<file path="config.mk">
export PLATFORM = sky130hd
export DESIGN_NAME = bcd_seg_display
export DESIGN_NICKNAME = d
export VERILOG_FILES = /design/src/rtl/bcd_seg_display_pkg.sv /design/src/rtl/bcd_seg_display_dd.sv /design/src/rtl/bcd_seg_display.sv
export SDC_FILE = /design/constraint.sdc
export NUM_CORES = 1
export LEC_CHECK = 0
export ABC_AREA = 0
export CORE_MARGIN = 10
export CORE_UTILIZATION = 40
export DETAILED_ROUTE_END_ITERATION = 8
export PLACE_DENSITY = 0.65
export SETUP_SLACK_MARGIN = 0.05
export SYNTH_ARGS = -nofsm -noshare
export SYNTH_HDL_FRONTEND = slang
export SYNTH_SLANG_ARGS = --single-unit
</file>
<file path="constraint.sdc">
create_clock -name clock -period 2.37 [get_ports clock]
set_input_delay 0.3555 -clock clock [delete_from_list [all_inputs] [get_ports clock]]
set_output_delay 0.3555 -clock clock [all_outputs]
set_load 0.03 [all_outputs]
</file>
<file path="src/rtl/bcd_seg_display_pkg.sv">
// Shared types and constants for the BCD 7-segment display driver.
package bcd_seg_display_pkg;

  // Conversion sequencer states.
  typedef enum logic [2:0] {
    ST_IDLE,
    ST_LOAD,
    ST_SHIFT,
    ST_STORE,
    ST_COMMIT
  } state_t;

  // Active-high segment patterns, bit0 = a .. bit6 = g.
  localparam logic [6:0] SEG_DIGIT [10] = '{
    7'h3F, 7'h06, 7'h5B, 7'h4F, 7'h66, 7'h6D, 7'h7D, 7'h07, 7'h7F, 7'h6F
  };
  localparam logic [6:0] SEG_DASH = 7'h40;
  localparam logic [6:0] SEG_OFF  = 7'h00;

  // Largest value representable in n_dig decimal digits (10^n_dig - 1).
  function automatic int unsigned max_decimal(input int unsigned n_dig);
    int unsigned r;
    r = 1;
    for (int unsigned i = 0; i < n_dig; i++) r = r * 10;
    return r - 1;
  endfunction

  // Active-high pattern for one BCD nibble; non-decimal codes show nothing.
  function automatic logic [6:0] seg_digit(input logic [3:0] nib);
    logic [6:0] r;
    r = SEG_OFF;
    for (int i = 0; i < 10; i++) begin
      if (nib == 4'(i)) r = SEG_DIGIT[i];
    end
    return r;
  endfunction

endpackage

</file>
<file path="src/rtl/bcd_seg_display_dd.sv">
// One-channel serial double-dabble engine: one input bit per cycle.
// done is high on the final shift cycle; bcd is complete from the next
// cycle and stays stable until the next start.
module bcd_dd_serial #(
  parameter int VALUE_W = 10,
  parameter int N_DIG   = 3
) (
  input  logic                 clock,
  input  logic                 reset,
  input  logic                 start,
  input  logic [VALUE_W-1:0]   bin,
  output logic                 done,
  output logic [N_DIG*4-1:0]   bcd
);

  localparam int BCD_W = N_DIG * 4;
  localparam int CNT_W = $clog2(VALUE_W + 1);

  logic [VALUE_W-1:0] bin_q, bin_d;
  logic [BCD_W-1:0]   bcd_q, bcd_d;
  logic [BCD_W-1:0]   adj;
  logic [CNT_W-1:0]   cnt_q, cnt_d;

  // Load on start, otherwise add-3 correct every nibble and shift in the next bit.
  always_comb begin
    bin_d = bin_q;
    bcd_d = bcd_q;
    cnt_d = cnt_q;
    adj   = bcd_q;
    for (int i = 0; i < N_DIG; i++) begin
      if (bcd_q[i*4 +: 4] >= 4'd5) adj[i*4 +: 4] = bcd_q[i*4 +: 4] + 4'd3;
    end
    if (start) begin
      bin_d = bin;
      bcd_d = '0;
      cnt_d = CNT_W'(VALUE_W);
    end else if (cnt_q != '0) begin
      // Digits above N_DIG fall off the top; overflow is flagged separately.
      bcd_d = {adj[BCD_W-2:0], bin_q[VALUE_W-1]};
      bin_d = bin_q << 1;
      cnt_d = cnt_q - CNT_W'(1);
    end
  end

  // Shift counter is control and is reset; the shift registers are reloaded by start.
  always_ff @(posedge clock) begin
    if (reset) cnt_q <= '0;
    else       cnt_q <= cnt_d;
    bin_q <= bin_d;
    bcd_q <= bcd_d;
  end

  assign done = (cnt_q == CNT_W'(1));
  assign bcd  = bcd_q;

endmodule

</file>
<file path="src/rtl/bcd_seg_display.sv">
// Multi-channel result display driver: serial binary-to-BCD per channel,
// staged results committed atomically to registered 7-segment outputs.
module bcd_seg_display
  import bcd_seg_display_pkg::*;
#(
  parameter int N_CH           = 2,
  parameter int VALUE_W        = 10,
  parameter int N_DIG          = 3,
  parameter int SEG_ACTIVE_LOW = 1,
  parameter int LZB            = 0
) (
  input  logic                      clock,
  input  logic                      reset,
  input  logic                      in_valid,
  output logic                      in_ready,
  input  logic [N_CH*VALUE_W-1:0]   in_values,
  input  logic                      disp_en,
  output logic                      busy,
  output logic                      out_update,
  output logic [N_CH-1:0]           ovf_o,
  output logic [N_CH*N_DIG*7-1:0]   seg_o
);

  localparam int          BCD_W   = N_DIG * 4;
  localparam int          SEG_W   = N_CH * N_DIG * 7;
  localparam int          CH_W    = (N_CH > 1) ? $clog2(N_CH) : 1;
  localparam int unsigned MAXV    = max_decimal(N_DIG);
  localparam logic [6:0]  SEG_POL = (SEG_ACTIVE_LOW != 0) ? 7'h7F : 7'h00;

  state_t             state_q, state_d;
  logic [CH_W-1:0]    ch_q, ch_d;
  logic [VALUE_W-1:0] vals_q [N_CH];
  logic [VALUE_W-1:0] vals_d [N_CH];
  logic               cur_ovf_q, cur_ovf_d;
  logic [BCD_W-1:0]   stage_bcd_q [N_CH];
  logic [BCD_W-1:0]   stage_bcd_d [N_CH];
  logic [N_CH-1:0]    stage_ovf_q, stage_ovf_d;
  logic [SEG_W-1:0]   seg_q, seg_d;
  logic [N_CH-1:0]    ovf_q, ovf_d;
  logic               upd_q, upd_d;

  logic               dd_start;
  logic               dd_done;
  logic [BCD_W-1:0]   dd_bcd;

  logic               nz;
  logic [3:0]         nib;
  logic [6:0]         pat;

  assign in_ready = (state_q == ST_IDLE) && !reset;
  assign busy     = !in_ready;
  assign dd_start = (state_q == ST_LOAD);

  bcd_dd_serial #(
    .VALUE_W (VALUE_W),
    .N_DIG   (N_DIG)
  ) u_dd (
    .clock (clock),
    .reset (reset),
    .start (dd_start),
    .bin   (vals_q[ch_q]),
    .done  (dd_done),
    .bcd   (dd_bcd)
  );

  // Sequencer: capture inputs, walk channels through load/shift/store, then commit.
  always_comb begin
    state_d     = state_q;
    ch_d        = ch_q;
    vals_d      = vals_q;
    cur_ovf_d   = cur_ovf_q;
    stage_bcd_d = stage_bcd_q;
    stage_ovf_d = stage_ovf_q;
    upd_d       = 1'b0;
    case (state_q)
      ST_IDLE: begin
        if (in_valid) begin
          for (int c = 0; c < N_CH; c++) vals_d[c] = in_values[c*VALUE_W +: VALUE_W];
          ch_d    = '0;
          state_d = ST_LOAD;
        end
      end
      ST_LOAD: begin
        cur_ovf_d = (32'(vals_q[ch_q]) > MAXV);
        state_d   = ST_SHIFT;
      end
      ST_SHIFT: begin
        if (dd_done) state_d = ST_STORE;
      end
      ST_STORE: begin
        stage_bcd_d[ch_q] = dd_bcd;
        stage_ovf_d[ch_q] = cur_ovf_q;
        if (ch_q == CH_W'(N_CH - 1)) begin
          // Output registers load on this edge so they are new during COMMIT.
          upd_d   = 1'b1;
          state_d = ST_COMMIT;
        end else begin
          ch_d    = ch_q + CH_W'(1);
          state_d = ST_LOAD;
        end
      end
      ST_COMMIT: state_d = ST_IDLE;
      default:   state_d = ST_IDLE;
    endcase
  end

  // Encode staged digits with overflow dashes, leading-zero blanking and polarity.
  always_comb begin
    seg_d = seg_q;
    ovf_d = ovf_q;
    nz    = 1'b0;
    nib   = '0;
    pat   = SEG_OFF;
    if (upd_d) begin
      for (int c = 0; c < N_CH; c++) begin
        ovf_d[c] = stage_ovf_d[c];
        nz       = 1'b0;
        for (int d = N_DIG - 1; d >= 0; d--) begin
          nib = stage_bcd_d[c][d*4 +: 4];
          if (nib != 4'd0 || d == 0) nz = 1'b1;
          if (stage_ovf_d[c])          pat = SEG_DASH;
          else if (LZB != 0 && !nz)    pat = SEG_OFF;
          else                         pat = seg_digit(nib);
          seg_d[(c*N_DIG+d)*7 +: 7] = pat ^ SEG_POL;
        end
      end
    end
  end

  // Control and visible output registers.
  always_ff @(posedge clock) begin
    if (reset) begin
      state_q   <= ST_IDLE;
      ch_q      <= '0;
      cur_ovf_q <= 1'b0;
      seg_q     <= {(N_CH*N_DIG){SEG_POL}};
      ovf_q     <= '0;
      upd_q     <= 1'b0;
    end else begin
      state_q   <= state_d;
      ch_q      <= ch_d;
      cur_ovf_q <= cur_ovf_d;
      seg_q     <= seg_d;
      ovf_q     <= ovf_d;
      upd_q     <= upd_d;
    end
  end

  // NOTE: captured values and staging are always written before being read, so they carry no reset.
  always_ff @(posedge clock) begin
    vals_q      <= vals_d;
    stage_bcd_q <= stage_bcd_d;
    stage_ovf_q <= stage_ovf_d;
  end

  assign out_update = upd_q;
  assign ovf_o      = ovf_q;
  assign seg_o      = disp_en ? seg_q : {(N_CH*N_DIG){SEG_POL}};

endmodule

</file>
==> results.yml <==
pwr:
  ir_worst_vdd_mv: 0.6200
  p_int_w: 0.004850
  swShare_pct: 34.64
  seq_power_share_pct: 41.4
  p_per_area_nw_per_um2: 994.2
  cellLeakagePower_nw: 2.838
  comb_power_share_pct: 25.6
  clkPwrFrac_pct: 33.1
  switching_power_w: 0.002570
outcome:
  status: "finished, final reports clean"
grt:
  grt_pass1_wl_mm: 24.60
  overflow: 0
  grt_pass1_vias: 4980
  antenna_found_initial: 0
  grt_max_degree: 43
  grtUsageTotal_pct: 14.68
cells_and_area:
  final_core_util_pct: 50.77
  final_nets: 773
  syn_to_final_growth_pct: 23.24
  final_cell_mix: "dfxtp_1, nand2_1, clkdlybuf4s50_1, nor2_1, a21oi_1"
  final_layout_size_suffix_gt1_share_pct: 10.85
  num_antenna_cells: 0
  final_common_cell: "dfxtp_1"
  instances_no_fill: 940
synthesis:
  synth-seq-area-share_pct: 44.96
  syn_area_per_cell_um2: 8.777
  netlist_area_um2: 6056
  synth-edff-count: 30
  synth_ff_type: "dfxtp_1"
  synth-warning-count: 0
  synth_cell_types: 63
  ys_async_sr_fraction_pct: 0
  syn_nets: 720
  synthCells: 690
  ys_ff_latch: 121
die:
  die_h_um: 143.0
  num_rows: 44
  die_w_um: 143.0
  core_um2: 14700
  ios: 71
  start_util_pct: 41.20
  die-area_um2: 20460
clocking:
  cts_hold_buf: 0
  numCtsBuffers: 17
  clock-root-buffer: "clkbuf_16"
  cts_tree: "built"
  clk_latency_ns: 0.42
  cts_buffer_depth: 2
  numClockSinks: 121
  cts.reportedPaths.clkPinSlew_ns: 0.05
  h-tree-depth: 4
placed_design:
  gp_congestion: 0.9184
  port_buffers: 70
  dp.cells: 908
  dp_hpwl_mm: 10.35
critical_path:
  worstSetupStartpointType: "flip-flop"
  reg2reg_depth: 5
  crit_type: "reg2reg"
  crit_required_ns: 2.67
  critPathMaxFanout: 18
  crit_start: "ch_q"
  reg2reg_to: "seg_q[26]"
  regToRegSetupSlack_ns: 0.21
  end_kind: "flip-flop"
  r2r-start: "ch_q"
  cp_data_arrival_time_ns: 2.46
routing:
  wire_per_inst_um: 15.73
  ant_nets: 0
  vias: 5210
  wl_mm: 14.79
  drc_errors: 0
  drt_iter0_drc: 368
  vias_per_cell: 5.543
  drt-pass1-iter-count: 5
min_path:
  hold_path.startpoint: "seg_q[5]"
  hold_path_class: "reg2reg"
  worstHoldEndpoint: "seg_q[5]"
  min_path_cells: 1
timing:
  hold_violations: 0
  fin_setup_tns_ns: 0
  period_minus_slack_ns: 2.157
  setup_viol: 0
  finClkSkew_ns: 0.009284
  rsz0062_at_grt: "false"
  fmax_mhz: 463.5
  worst_pin_slew_ns: 0.6802
  hold_ws_ns: 0.4540
  slew_headroom_pct: 54.59
  min_period_over_period_pct: 91.03
  maxSlewViolCount: 0
flow_run:
  drv_cap: 0
## final cells by class
class,instances,area [um2]
inverter,19,71.32
tap,184,230.2
sequential,121,2723
clock buffer,18,429.2
multi-input combinational,490,2993
fill,1338,7236
timing repair buffer,94,884.6
clock inverter,14,132.6
## Yosys cell counts, drive strengths merged, types with 5 or more instances
library cell / number / area, um2
nor3: 25 / 130.1
xnor2: 6 / 52.55
a211oi: 14 / 110.1
ha: 6 / 75.07
o31ai: 6 / 45.04
buf: 25 / 143.9
a31oi: 11 / 68.82
nor2: 55 / 206.5
dfxtp: 91 / 1822
o22ai: 9 / 56.30
nand2b: 52 / 325.3
inv: 18 / 67.56
o22a: 6 / 52.55
mux2: 12 / 142.6
o21bai: 5 / 37.54
o21ai: 40 / 200.2
and3: 5 / 31.28
o211ai: 7 / 52.55
a21oi: 53 / 265.3
nor2b: 7 / 43.79
nand2: 73 / 274.0
edfxtp: 30 / 900.9
mux2i: 23 / 230.2
nand3: 15 / 75.07
clkbuf: 35 / 131.4
## metrics by stage
step / area, um2 / power (W) / setup slack, ns
CTS: 7463 / 0.007445 / 0.2090
floorplan: 6056 / 0.004459 / 0.3868
finish: 7463 / 0.007420 / 0.2127
global placement: 6903 / 0.004893 / 0.1023
global route: 7463 / 0.007893 / 0.07634
detailed placement: 6903 / 0.004967 / 0.09234
## worst max-delay path by stage
stage | slack (ns) | to
after global placement | 0.10 | busy
after detailed placement | 0.09 | busy
final | 0.21 | seg_q[26]
after global routing | 0.08 | seg_q[26]
after floorplan | 0.39 | vals_q[0]
after CTS | 0.21 | seg_o[41]
## flip-flops by register name (all words and copies together) (netlist names), 2 cells and up
signal and count:
u_dd.bcd 12, state_q 3, u_dd.cnt_q 4, u_dd.bin_q 10, stage_bcd_q 24, vals_q 20
seg_q 42, ovf_o 2
## kinds of logic after synthesis
logic type	after synthesis	synth area share, %
flops	121	44.96
fa+ha+maj	6	1.240
mux	35	6.157
simple gates	254	20.95
xor+xnor	7	1.012
compound gates	188	19.96
buf+inv	79	5.723
## critical path, cell delays in order (launching register included)
cell      delay (ns)
dfxtp_1         0.55
nand4b_4        0.38
buf_4           0.30
a21oi_1         0.33
a21oi_1         0.13
o32a_1          0.34
## timing repair
item,in CTS,in global routing
buffers inserted,0,0
endpoints found under the setup margin,1,1
pin swaps,0,1
gates resized for setup,1,0
## routing by layer
| metal | GRT usage (%) | share of wire [%] | routed length, um |
|---|---|---|---|
| met5 | 0 | 0 | 0 |
| met3 | 4.245 | 5.6 | 823 |
| met4 | 4.506 | 1.2 | 183 |
| met2 | 23.89 | 48 | 7048 |
| met1 | 18.38 | 46 | 6731 |
## power by group through the flow
stage          Clock, W  Sequential, W  Combinational [W]
3_5_place_dp          0        0.00309            0.00187
6_report        0.00246        0.00307            0.00190
5_1_grt         0.00257        0.00314            0.00218
4_1_cts         0.00250        0.00305            0.00189
3_3_place_gp          0        0.00307            0.00182
2_1_floorplan         0        0.00273            0.00172
Power figures use the tool's default switching activity.
==> RTL edit 1 (same flow settings) <==
Register the output `seg_o`, without a reset; this adds one clock of latency there. The other outputs are not delayed to match.
--- a/src/rtl/bcd_seg_display.sv
+++ b/src/rtl/bcd_seg_display.sv
@@ -156,5 +156,7 @@
   assign out_update = upd_q;
   assign ovf_o      = ovf_q;
-  assign seg_o      = disp_en ? seg_q : {(N_CH*N_DIG){SEG_POL}};
+  always_ff @(posedge clock) begin
+    seg_o <= disp_en ? seg_q : {(N_CH*N_DIG){SEG_POL}};
+  end
 
 endmodule
Function: changed (Yosys sat finds a counterexample within 4 cycles, from zero or initial values and one cycle with reset high).
==> RTL edit 1 against the original RTL <==
Clock skew up 0.0034 ns; power grew 17%; area after synthesis grew 15%; global-route usage fell by 0.32 points; setup slack got worse by 0.042 ns; critical path depth decreased by 1; wire length up 8.9%; clock power increased by 13%; synthesized cell count is 7.7% higher; final area grew 14%; sequential cell count grew 42.
==> RTL edit 1: results (changes against the original RTL) <==
status complete, no violations; clock slew at reported path FFs 0.07 ns (+0.02 ns); Final nets 831 (+7.5%); placed wire-length estimate 11200 microns (+8.6%); clk_skew 0.0127 ns (+0.00342 ns); maximum vdd drop 0.541 mV (-13%); Seq/Total Area, Yosys 51.4% (+6.4 points); measured slew at the worst slew-check pin 0.850 ns (+0.170 ns); crit path max-delay cell type a21oi_1; Avg WL per Cell 15.5 microns (-1.5%); dpl cell area 7900 sq um (+15%); Total GRT Usage 14.4% (-0.32 points); Sw Pwr 2890 uW (+12%); worst-path maximum fanout 13 (-5); R2R setup slack 0.17 ns (-0.04 ns); routed vias 5463 (+4.9%); Largest regs seg_o: 42 flops, seg_q: 42 flops, stage_bcd_q: 24 flops; DR pass1 iterations 6 (+1); share of cells above drive strength 1 9.46% (-1.4 points); Reg-to-Reg Start state_q[2]$_SDFFE_PP0P_; DR iter-0 viols 554 (+51%); P_leak 0.00326 uW (+15%); first-pass GRT wire length 26600 microns (+8.1%); top cells by area, synth dfxtp_1 38%, edfxtp_1 13%, a21oi_1 4.8%; Post-synth top cells 133 x dfxtp_1, 67 x a21oi_1, 65 x nor2_1; Yosys cell types 60 (-4.8%); syn_nets 773 (+7.4%)
[RTL edit 1: changes by cell type after synthesis, sizes merged, moves of 7 or more]
cell	delta
nand2	-13
nor2	+10
nor3	+8
dfxtp	+42
o21ai	-16
a21oi	+14
inv	+7
[RTL edit 1: metrics by stage]
stage	worst slack [ns]	std cells	hold WS (ns)	util, %	power, uW
after floorplan	0.489	743	0.405	-	5250
after global placement	0.0250	1007	0.421	46.0	5850
after detailed placement	0.0681	1007	0.426	46.0	5890
after CTS	0.123	1039	0.441	49.5	8690
after global routing	0.0994	1039	0.451	49.6	9160
final	0.171	1039	0.436	49.6	8650
[RTL edit 1: kinds of logic (layout without fill, tap and decap cells)]
logic type	Yosys count	in the layout	share of synthesized area [%]
and+or+nand+nor	265	265	19.1
muxes	37	37	5.55
DFF	163	163	51.4
AOI/OAI and AO/OA	176	176	16.4
xor gates and xnor gates	11	11	1.39
buffers and inverters	85	156	5.18
adders and majority gates	6	6	1.08
[RTL edit 1: metal layers]
metal | wire length (microns) | GRT usage (%) | up-vias
li1 | - | - | 2762
met3 | 942 | 3.77 | 22
met2 | 7430 | 22.9 | 150
met5 | 0 | 0 | -
met1 | 7460 | 18.6 | 2529
met4 | 270 | 4.67 | 0
[RTL edit 1: worst max-delay path, delay by kind of cell, from the launching register on]
family	cells	cell delay, ns
and+or+nand+nor	1	0.39
DFF	1	0.50
buffers and inverters	1	0.26
AOI/OAI and AO/OA	2	0.89
[RTL edit 1: layout make-up]
cell class / instances / share of cell area [%]
flip-flops and latches: 163 / 41.9
multi-input cells: 495 / 35.7
repair buffers: 99 / 10.9
clock buffers: 22 / 5.70
well taps: 225 / 3.31
clock inverters: 10 / 1.43
inverters: 25 / 1.10
[RTL edit 1: how the worst min path moves through the flow]
stage / start / to / slack, ns / depth (start not counted)
after floorplan: seg_q[9]$_SDFFE_PP1P_ / seg_o[9]$_SDFF_PN1_ / 0.41 / 1
after global placement: seg_q[37]$_SDFFE_PP1P_ / seg_o[37]$_SDFF_PN1_ / 0.42 / 1
after detailed placement: seg_q[33]$_SDFFE_PP1P_ / seg_o[33]$_SDFF_PN1_ / 0.43 / 1
after CTS: seg_q[33]$_SDFFE_PP1P_ / seg_o[33]$_SDFF_PN1_ / 0.44 / 1
after global routing: seg_q[12]$_SDFFE_PP1P_ / seg_o[12]$_SDFF_PN1_ / 0.45 / 1
final: seg_q[25]$_SDFFE_PP1P_ / seg_o[25]$_SDFF_PN1_ / 0.44 / 1
[RTL edit 1: power groups by stage]
stage	Clock [uW]	Combinational [uW]	Sequential [uW]
after detailed placement	0	2110	3780
final	2790	2120	3730
after floorplan	0	1810	3440
after global placement	0	2080	3770
after global routing	2970	2400	3790
after CTS	2840	2120	3720
==> RTL edit 2 (same flow settings) <==
Made on the original files. `N_DIG` is set to 3 in 2 places; all go to 6.
--- a/src/rtl/bcd_seg_display_dd.sv
+++ b/src/rtl/bcd_seg_display_dd.sv
@@ -4,5 +4,5 @@
 module bcd_dd_serial #(
   parameter int VALUE_W = 10,
-  parameter int N_DIG   = 3
+  parameter int N_DIG   = 6
 ) (
   input  logic                 clock,
--- a/src/rtl/bcd_seg_display.sv
+++ b/src/rtl/bcd_seg_display.sv
@@ -6,5 +6,5 @@
   parameter int N_CH           = 2,
   parameter int VALUE_W        = 10,
-  parameter int N_DIG          = 3,
+  parameter int N_DIG          = 6,
   parameter int SEG_ACTIVE_LOW = 1,
   parameter int LZB            = 0
Ports: changed (resized seg_o); port bits go from 71 to 113. The function was not compared with the original's and may differ.
==> RTL edit 2 against the original RTL <==
Wire length increased by 55%; sequential cell count grew 61; clock skew up 0.0024 ns; first-iteration DRC count up 54%; power grew 49%; area after synthesis up 52%; final area rose by 48%; setup slack got worse by 0.0091 ns; maximum frequency is 0.42% lower; largest cell class unchanged.
==> RTL edit 2: results (changes against the original RTL) <==
top cells by area, synth dfxtp_1 33%, edfxtp_1 9.8%, nand2b_1 7.2%; clock slew at reported path FFs 0.07 ns (+0.02 ns); Routed WL 22900 microns (+55%); Yosys cell types 62 (-1.6%); met2 routed WL 10100 microns (+44%); Longest Clk Path Bufs 2 (unchanged); IO Port Bufs 112 (+60%); Seq/Total Area, Yosys 42.8% (-2.1 points); crit path max-delay cell type or4_1; Largest Register seg_q; syn_nets 1129 (+57%); met3 WL 1370 microns (+66%); P_leak 0.00417 uW (+47%); vias in the first global route 7120 (+43%); clk_skew 0.0117 ns (+0.00241 ns); max reg flops 84 (+100%); min-delay worst type input pin to flip-flop; Final nets 1185 (+53%); pre-CTS setup slack 0.273 ns (+0.181 ns); largest net degree at the start of global routing 85 (+98%); Total GRT Usage 15.4% (+0.69 points); placed wire-length estimate 16300 microns (+58%); n_diodes 0 (unchanged); wl on met1 11100 microns (+65%); Post-synth top cells 152 x dfxtp_1, 106 x nand2b_1, 101 x nand2_1; clk_lat worst skew around 0.43 ns; status complete, no violations; CTS Buf Count 17 (unchanged); maximum vdd drop 0.640 mV (+3.3%); fillers 2183 (+63%); Top Family by Delay on Critical Path simple AND/OR/NAND/NOR gates; worst-path maximum fanout 9 (-9); post-CTS resize count 2 (+1); first-pass GRT wire length 37200 microns (+51%); share of cells above drive strength 1 6.88% (-4.0 points); CP max stage delay 0.60 ns (+0.05 ns); headroom to the max-slew limit 50.1% (-4.5 points); DR pass1 iterations 6 (+1); Via-to-Cell Ratio 5.36 (-3.3%); GPL Wtd Cong 0.890 (-3.1%); DR iter-0 viols 565 (+54%)
[RTL edit 2: worst paths after layout]
check | from | cells after the start | end | slack [ns]
worst min register to register | ovf_o[1]$_SDFFE_PP0P_ | 2 | ovf_o[1]$_SDFFE_PP0P_ | 0.43
worst max register to register | state_q[2]$_SDFFE_PP0P_ | 5 | seg_q[20]$_SDFFE_PP1P_ | 0.35
worst min-delay path | reset | 3 | ovf_o[0]$_SDFFE_PP0P_ | 0.41
worst max-delay path | state_q[2]$_SDFFE_PP0P_ | 2 | busy | 0.20
[RTL edit 2: cells by family (layout without fill, tap and decap cells)]
kind of cell    Yosys count  in the layout  synth area share [%]
simple gates            385            385                  20.8
compound gates          301            301                  20.6
flops                   182            182                  42.8
buf+inv                 144            213                  6.70
mux                      50             50                  5.72
xor+xnor                 19             19                  1.81
fa+ha+maj                12             12                  1.63
[RTL edit 2: routing by layer]
layer  global-route usage [%]  vias up
li1                         -     3930
met1                     21.2     3622
met2                     23.7      185
met3                     3.25       17
met4                     4.31        0
met5                        0        -
[RTL edit 2: through the flow]
stage          utilization [%]  cells  instance area (sq um)  power, uW
3_5_place_dp              46.3   1415                  10500       8410
3_3_place_gp              46.3   1415                  10500       8340
5_1_grt                   48.8   1447                  11000      11900
2_1_floorplan                -   1093                   9210       7440
4_1_cts                   48.8   1447                  11000      11100
6_report                  48.8   1447                  11000      11100
[RTL edit 2: layout make-up]
class                   instances  share of cell area [%]
multi-input cells             767                    42.4
flip-flops and latches        182                    35.7
repair buffers                140                    12.3
clock buffers                  19                    4.01
well taps                     285                    3.23
inverters                      41                    1.39
clock inverters                13                   0.998
[RTL edit 2: power by group]
part           total, uW  internal, uW  switching, uW
Clock               2680          1400           1280
Combinational       3730          1530           2200
Sequential          4660          3720            944
Total              11100          6660           4420
